File: config.mk
export PLATFORM = sky130hd
export DESIGN_NAME = maindec_fsm
export DESIGN_NICKNAME = d
export VERILOG_FILES = /design/src/rtl/maindec_fsm.sv
export SDC_FILE = /design/constraint.sdc
export NUM_CORES = 1
export LEC_CHECK = 0
export CORE_MARGIN = 2
export CORE_UTILIZATION = 34
export DETAILED_ROUTE_END_ITERATION = 8
export PLACE_DENSITY = 0.81
export SYNTH_ARGS = -nofsm -noshare
export SYNTH_HDL_FRONTEND = slang
export SYNTH_SLANG_ARGS = --single-unit
File: constraint.sdc
create_clock -name clk -period 1.4 [get_ports clk]
set_clock_uncertainty 0.1 [all_clocks]
set_input_delay 0.28 -clock clk [delete_from_list [all_inputs] [get_ports clk]]
set_output_delay 0.28 -clock clk [all_outputs]
set_load 0.03 [all_outputs]
File: src/rtl/maindec_fsm.sv
// ---------------------------------------------------------------------------
// maindec_fsm -- multicycle main controller for the 32-bit MIPS-style CPU.
//
// Steps each instruction through FETCH / DECODE / execute / memory /
// writeback states. It stalls in FETCH, MEMRD and MEMWR until the memory
// signals completion on mem_ready. All datapath controls are Moore outputs
// decoded from the registered state. The only exception is FETCH, where
// irwrite/pcwrite follow mem_ready.
//
// Ports
//   clk        in   1       single clock, state updates on rising edge
//   reset_n    in   1       asynchronous active-low reset (state -> FETCH)
//   op         in   OPW     opcode from the instruction register
//   mem_ready  in   1       memory access completes this cycle
//   pcwrite, branch, irwrite, memwrite, regwrite
//              out  1       write strobes (forced 0 while reset is held)
//   iord, regdst, memtoreg, alusrca
//              out  1       mux selects
//   alusrcb    out  2       00 reg, 01 const 4, 10 signext imm, 11 imm<<2
//   pcsrc      out  2       00 ALU, 01 ALUOut, 10 jump target
//   aluop      out  ALUOPW  ADD=0, SUB=1, FUNCT=2
//   state      out  4       current state encoding (debug)
//   illegal    out  1       high while parked in the ILLEGAL state
//
// Build option
//   MAINDEC_FSM_TRAP_EN  defined:   an unknown opcode traps in ILLEGAL until
//                                   reset.
//                        undefined: an unknown opcode runs as a 2-cycle NOP.
//                                   illegal is tied 0.
// ---------------------------------------------------------------------------
module maindec_fsm #(
    parameter int             OPW      = 6,
    parameter int             ALUOPW   = 4,
    parameter logic [OPW-1:0] OP_RTYPE = 6'b000000,
    parameter logic [OPW-1:0] OP_LW    = 6'b100011,
    parameter logic [OPW-1:0] OP_SW    = 6'b101011,
    parameter logic [OPW-1:0] OP_BEQ   = 6'b000100,
    parameter logic [OPW-1:0] OP_ADDI  = 6'b001000,
    parameter logic [OPW-1:0] OP_J     = 6'b000010
) (
    input  logic              clk,
    input  logic              reset_n,
    input  logic [OPW-1:0]    op,
    input  logic              mem_ready,
    output logic              pcwrite,
    output logic              branch,
    output logic              irwrite,
    output logic              memwrite,
    output logic              regwrite,
    output logic              iord,
    output logic              regdst,
    output logic              memtoreg,
    output logic              alusrca,
    output logic [1:0]        alusrcb,
    output logic [1:0]        pcsrc,
    output logic [ALUOPW-1:0] aluop,
    output logic [3:0]        state,
    output logic              illegal
);

    localparam logic [3:0] S_FETCH   = 4'd0;
    localparam logic [3:0] S_DECODE  = 4'd1;
    localparam logic [3:0] S_MEMADR  = 4'd2;
    localparam logic [3:0] S_MEMRD   = 4'd3;
    localparam logic [3:0] S_MEMWB   = 4'd4;
    localparam logic [3:0] S_MEMWR   = 4'd5;
    localparam logic [3:0] S_EXECUTE = 4'd6;
    localparam logic [3:0] S_ALUWB   = 4'd7;
    localparam logic [3:0] S_BRANCH  = 4'd8;
    localparam logic [3:0] S_ADDIEX  = 4'd9;
    localparam logic [3:0] S_ADDIWB  = 4'd10;
    localparam logic [3:0] S_JUMP    = 4'd11;
`ifdef MAINDEC_FSM_TRAP_EN
    localparam logic [3:0] S_ILLEGAL = 4'd12;
`endif

    localparam logic [ALUOPW-1:0] ALU_ADD   = ALUOPW'(0);
    localparam logic [ALUOPW-1:0] ALU_SUB   = ALUOPW'(1);
    localparam logic [ALUOPW-1:0] ALU_FUNCT = ALUOPW'(2);

    logic [3:0] state_q, state_d;

    // ------------------------------------------------------------------
    // State register
    // ------------------------------------------------------------------
    // NOTE: sequential state uses non-blocking assignments so that every
    // flop samples its pre-edge inputs, regardless of the order in which
    // the blocks are evaluated.
    always_ff @(posedge clk or negedge reset_n) begin
        if (!reset_n) begin
            state_q <= S_FETCH;
        end else begin
            state_q <= state_d;
        end
    end

    // ------------------------------------------------------------------
    // Next-state logic. op is looked at only in DECODE/MEMADR, and
    // mem_ready only in FETCH/MEMRD/MEMWR.
    // ------------------------------------------------------------------
    always_comb begin
        // NOTE: every signal written in a combinational block is given a
        // default first. Otherwise any path that skips an assignment
        // infers a latch. This default also sends the unused encodings
        // back to FETCH.
        state_d = S_FETCH;
        case (state_q)
            S_FETCH:   state_d = mem_ready ? S_DECODE : S_FETCH;
            S_DECODE: begin
                if (op == OP_LW || op == OP_SW) begin
                    state_d = S_MEMADR;
                end else if (op == OP_RTYPE) begin
                    state_d = S_EXECUTE;
                end else if (op == OP_BEQ) begin
                    state_d = S_BRANCH;
                end else if (op == OP_ADDI) begin
                    state_d = S_ADDIEX;
                end else if (op == OP_J) begin
                    state_d = S_JUMP;
                end else begin
`ifdef MAINDEC_FSM_TRAP_EN
                    state_d = S_ILLEGAL;
`else
                    state_d = S_FETCH;   // unknown opcode: 2-cycle NOP
`endif
                end
            end
            S_MEMADR:  state_d = (op == OP_LW) ? S_MEMRD : S_MEMWR;
            S_MEMRD:   state_d = mem_ready ? S_MEMWB : S_MEMRD;
            S_MEMWB:   state_d = S_FETCH;
            S_MEMWR:   state_d = mem_ready ? S_FETCH : S_MEMWR;
            S_EXECUTE: state_d = S_ALUWB;
            S_ALUWB:   state_d = S_FETCH;
            S_BRANCH:  state_d = S_FETCH;
            S_ADDIEX:  state_d = S_ADDIWB;
            S_ADDIWB:  state_d = S_FETCH;
            S_JUMP:    state_d = S_FETCH;
`ifdef MAINDEC_FSM_TRAP_EN
            S_ILLEGAL: state_d = S_ILLEGAL;   // parked until reset
`endif
            default:   state_d = S_FETCH;
        endcase
    end

    // ------------------------------------------------------------------
    // Moore output decode
    // ------------------------------------------------------------------
    always_comb begin
        pcwrite  = 1'b0;
        branch   = 1'b0;
        irwrite  = 1'b0;
        memwrite = 1'b0;
        regwrite = 1'b0;
        iord     = 1'b0;
        regdst   = 1'b0;
        memtoreg = 1'b0;
        alusrca  = 1'b0;
        alusrcb  = 2'b00;
        pcsrc    = 2'b00;
        aluop    = ALU_ADD;
        illegal  = 1'b0;
        case (state_q)
            S_FETCH: begin
                alusrcb = 2'b01;
                irwrite = mem_ready;
                pcwrite = mem_ready;
            end
            S_DECODE:  alusrcb = 2'b11;      // branch target precompute
            S_MEMADR: begin
                alusrca = 1'b1;
                alusrcb = 2'b10;
            end
            S_MEMRD:   iord = 1'b1;
            S_MEMWB: begin
                memtoreg = 1'b1;
                regwrite = 1'b1;
            end
            S_MEMWR: begin
                iord     = 1'b1;
                memwrite = 1'b1;             // held across wait cycles
            end
            S_EXECUTE: begin
                alusrca = 1'b1;
                aluop   = ALU_FUNCT;
            end
            S_ALUWB: begin
                regdst   = 1'b1;
                regwrite = 1'b1;
            end
            S_BRANCH: begin
                alusrca = 1'b1;
                aluop   = ALU_SUB;
                branch  = 1'b1;
                pcsrc   = 2'b01;
            end
            S_ADDIEX: begin
                alusrca = 1'b1;
                alusrcb = 2'b10;
            end
            S_ADDIWB:  regwrite = 1'b1;
            S_JUMP: begin
                pcsrc   = 2'b10;
                pcwrite = 1'b1;
            end
`ifdef MAINDEC_FSM_TRAP_EN
            S_ILLEGAL: illegal = 1'b1;
`endif
            default: ;
        endcase

        // FETCH's strobes follow mem_ready. They must not fire while reset
        // is held, so gate all write strobes directly on reset_n.
        if (!reset_n) begin
            pcwrite  = 1'b0;
            branch   = 1'b0;
            irwrite  = 1'b0;
            memwrite = 1'b0;
            regwrite = 1'b0;
        end
    end

    assign state = state_q;

endmodule
; Yosys cells after proc, flatten, opt, wreduce, memory -nomap -nowiden
; Cells that the tools add are included.
[op_classes]
reduce_logical = 7
n_addsub = 0
mux = 27
bitwise = 0
div_mod_pow = 0
n_eq_ne = 16
multipliers = 0
order_cmp = 0
shift = 0
[ops]
columns = operator, count
row1 = 4-bit one-hot mux with 7 select lines, 1
row2 = 4-bit two-way mux, 5
row3 = "4-bit by 3-bit == test with 1-bit output, second input constant", 4
row4 = "4-bit == test, second input constant", 4
row5 = 1-bit two-way mux, 14
row6 = "6-bit == test, second input constant", 2
row7 = 3-bit two-way mux, 3
row8 = "4-bit by 2-bit == test with 1-bit output, second input constant", 2
row9 = 2-bit one-hot mux with 2 select lines, 2
row10 = "6-bit by 2-bit == test with 1-bit output, second input constant", 1
row11 = "6-bit by 3-bit == test with 1-bit output, second input constant", 1
row12 = "6-bit by 4-bit == test with 1-bit output, second input constant", 1
row13 = 6-bit logical NOT, 1
row14 = 2-bit one-hot mux with 3 select lines, 1
row15 = "4-bit by 1-bit == test with 1-bit output, second input constant", 1
row16 = 4-bit logical NOT, 1
row17 = 2-bit OR reduction, 2
row18 = 4-bit OR reduction, 1
row19 = 3-bit OR reduction, 1
row20 = 1-bit one-hot mux with 2 select lines, 1
row21 = 1-bit logical OR, 1
[totals]
rom_bits = 0
memories = 0
register_bits = 4
input_bits = 9
mem_bits_rw = 0
output_inout_bits = 22
latch_bits = 0
wordCells = 51

; Depth between registers and ports, before layout
[logic_depth]
word_depth = 7
ltp_mapped = 5
ltp_nobuf = 3

; Worst setup path before layout
; No wires, ideal clock.
[synth_timing]
path_kind = register -> output
startpoint = register state_q[3], in the netlist state[3]
endpoint = output branch
t_arrival_ns = 1.946
slack_ns = -0.926
path_buffers = 1
required_time_ns = 1.020
stages_incl_launch_ff = 4
cell_sequence = dfrtp_1 > clkbuf_1 > nand2b_1 > nor4_1
[synth_via]
elab_chain_cells = 3
[synth_lines]
columns = item, line_no
row1 = "start, declared", 81  ; logic [3:0] state_q, state_d;
row2 = "start signal, assigned", 93  ; state_q <= state_d;
row3 = 4-bit == test, 162  ; case (state_q)
row4 = 1-bit two-way mux, 162
row5 = 1-bit two-way mux, 213  ; if (!reset_n) begin
row6 = "end, declared", 46  ; output logic branch,
; Every way passes these cells.

; Worst setup path after layout
[layout_timing]
startpoint = register state_q[1], in the netlist state[1]
endpoint = output pcwrite
[layout_via]
elab_chain_cells = 3
[layout_lines]
columns = item, line_no
row1 = 4-bit == test or 4-bit logical NOT (tied branches), 162
row2 = 1-bit one-hot mux with 2 select lines (*), 162
row3 = 1-bit two-way mux (*), 213
row4 = "end, declared", 45  ; output logic pcwrite,
; Every way passes the cells marked *; elsewhere a longest branch is shown, timed or not.

==> flow_summary.ini <==
[floorplanning]
io_pins = 31
die_area_um2 = 1990
chipHeight_um = 44.6
die_w_um = 44.6
start_util = 0.367
core_area_um2 = 1520
std_cell_rows = 14

[synthesis]
syn_area_um2 = 559
syn_inst = 74
ys_top_cells_by_area = dfrtp_1, nor3_1, nor4b_4
yosysSeqAreaShare = 0.179
synth_top_cell_by_area = dfrtp_1
ys.flop_type = dfrtp_1
ys_ff_latch = 4
ys_warn_count = 0
ys_async_sr_fraction = 1.00
synth_top_area_share = 0.179
avgSynthCellArea_um2 = 7.56
synth_edf_count = 0
synthDistinctLibCells = 36

[finish]
final_util = 0.944
synthToLayoutAreaGrowth_pct = 157
final_common_cell = buf_6
final_nets = 147
mostFrequentLayoutCells = buf_6, buf_4, clkdlybuf4s50_1
largest_register_ffs = 4
fin_cells = 152
layout-drive-gt1-share = 0.757
antennaDiodeCount = 0

[setup_path]
reg2reg_slack_ps = -470
cp.arrival_ps = 1530
worstSetupStartpoint = state[1]
cp_slowest_stage_delay_ps = 480
start_kind = register
r2r_cells = 5
critPathKind = register to primary output
worstPathMaxFanout = 8
end_kind = primary output
cp_cell_sequence = nor4_2, and3_4, a21o_4, buf_6
critPathSlowestCell = dfrtp_2
timing.rr.start = state[3]
required_ps = 1020
rr_endpoint = state[1]

[status]
violations = setup timing
outcome = finished, violations left

[hold_path]
min_path_type = input port to async pin

[detailed_routing]
num_vias = 972
ant_nets = 0
drt_iter0_markers = 34
vias_per_cell = 6.39
drt-pass1-iter-count = 4
routed_wl_mm = 3.65
remaining_drc_errors = 0
avgRoutedWirePerCell_um = 24.0

[power]
p_leak_nw = 0.643
vdd_drop_max_v = 0.000592
power_density_nw_per_um2 = 774

[placed_design]
globalplace.congestion = 0.855
port_buffers = 27
place_worst_setup_slack_ps = -393
hpwl_mm = 1.53
dp_cells = 137

[cts]
cts-root-buf = clkbuf_4
cts_tree = yes
cts.reportedPaths.clkPinSlew_ps = 50
cts_buffer_depth = 2
h-tree-depth = 1
clock_sinks = 4
clk_latency_ps = 260
postCtsHoldBufs = 0
cts_buffers = 3

[sta]
fin_ws_ps = -509
fin_crit_ps = 1910
setup_viol = 22
finalMaxSlewViolations = 0
rsz0062_at_grt = true
finalCritPeriodShare = 1.36
max_freq_mhz = 524
hold_viol_final = 0

[global_route]
grt_pass1_wl_mm = 4.33
overflow = 0
antenna_found_initial = 0
grt_max_degree = 11
grt_pass1_vias = 887
track_usage = 0.309

[job]
max-cap-violations = 0
layer usage:
metal / GRT usage / routed length (um) / vias to the layer above
met2: 0.580 / 1850 / 76
met1: 0.318 / 1290 / 474
met5: 0 / 0 / -
met4: 0.188 / 180 / 0
li1: - / - / 399
met3: 0.0408 / 329 / 23
power by group:
part,leakage [nW],switching (W),internal [W]
clock network,0.0138,0.0000673,0.0000973
registers,0.0479,0.0000334,0.000131
logic,0.581,0.000399,0.000386
through the flow:
stage                     instance area [um2]  hold slack, ps  power, W  setup TNS [ps]
after global routing                     1440            87.7   0.00116           -8000
final                                    1440            50.6   0.00111           -7140
after global placement                   1100             551  0.000704           -2860
after floorplan                           737            -116  0.000508           -2750
after detailed placement                 1100             562  0.000717           -3280
after CTS                                1320            58.0  0.000967           -5070
synth_stat cells (all sizes together) (2+ instances only):
cell type	instances
o22ai	2
nor2	5
nor2b	3
dfrtp	4
nor4	3
a211oi	3
o211ai	3
nand4b	2
buf	8
nand2b	3
nor3b	3
nor3	6
o21ai	4
inv	3
and3	3
xor2	2
critical path: cells and delay by family (launching register included):
kind / cells / cell delay [ps]
simple gates: 2 / 600
flops: 1 / 480
compound gates: 1 / 90
buf+inv: 1 / 120
cell type report:
type	count	area [um2]
Clock buffer	3	22.5
Fill cell	41	85.1
Inverter	3	11.3
Multi-Input combinational cell	60	648
Sequential cell	4	105
Tap cell	16	20.0
Timing Repair Buffer	66	632
cells by family (layout without fill, tap and decap cells):
logic type | Yosys count | count (layout) | synth area share
AO/OA/AOI/OAI | 16 | 16 | 0.190
AND/OR/NAND/NOR | 38 | 38 | 0.456
buffers and inverters | 12 | 72 | 0.121
flip-flops | 4 | 4 | 0.179
other | 1 | 3 | 0.00670
XOR/XNOR | 3 | 3 | 0.0470
how the worst max path moves through the flow:
stage	slack (ps)	cells past startpoint	to
2_1_floorplan	-370	4	regwrite
3_3_place_gp	-340	4	branch
3_5_place_dp	-390	4	branch
4_1_cts	-420	4	regwrite
5_1_grt	-570	5	regwrite
6_report	-510	4	pcwrite
what timing repair did:
| item | 4_1_cts | 5_1_grt |
|---|---|---|
| buffers inserted | 9 | 6 |
| setup endpoints to repair | 20 | 23 |
| gates cloned | 0 | 0 |
| pin swaps | 8 | 7 |
| gates resized for setup | 41 | 21 |
Power figures use the tool's default switching activity.
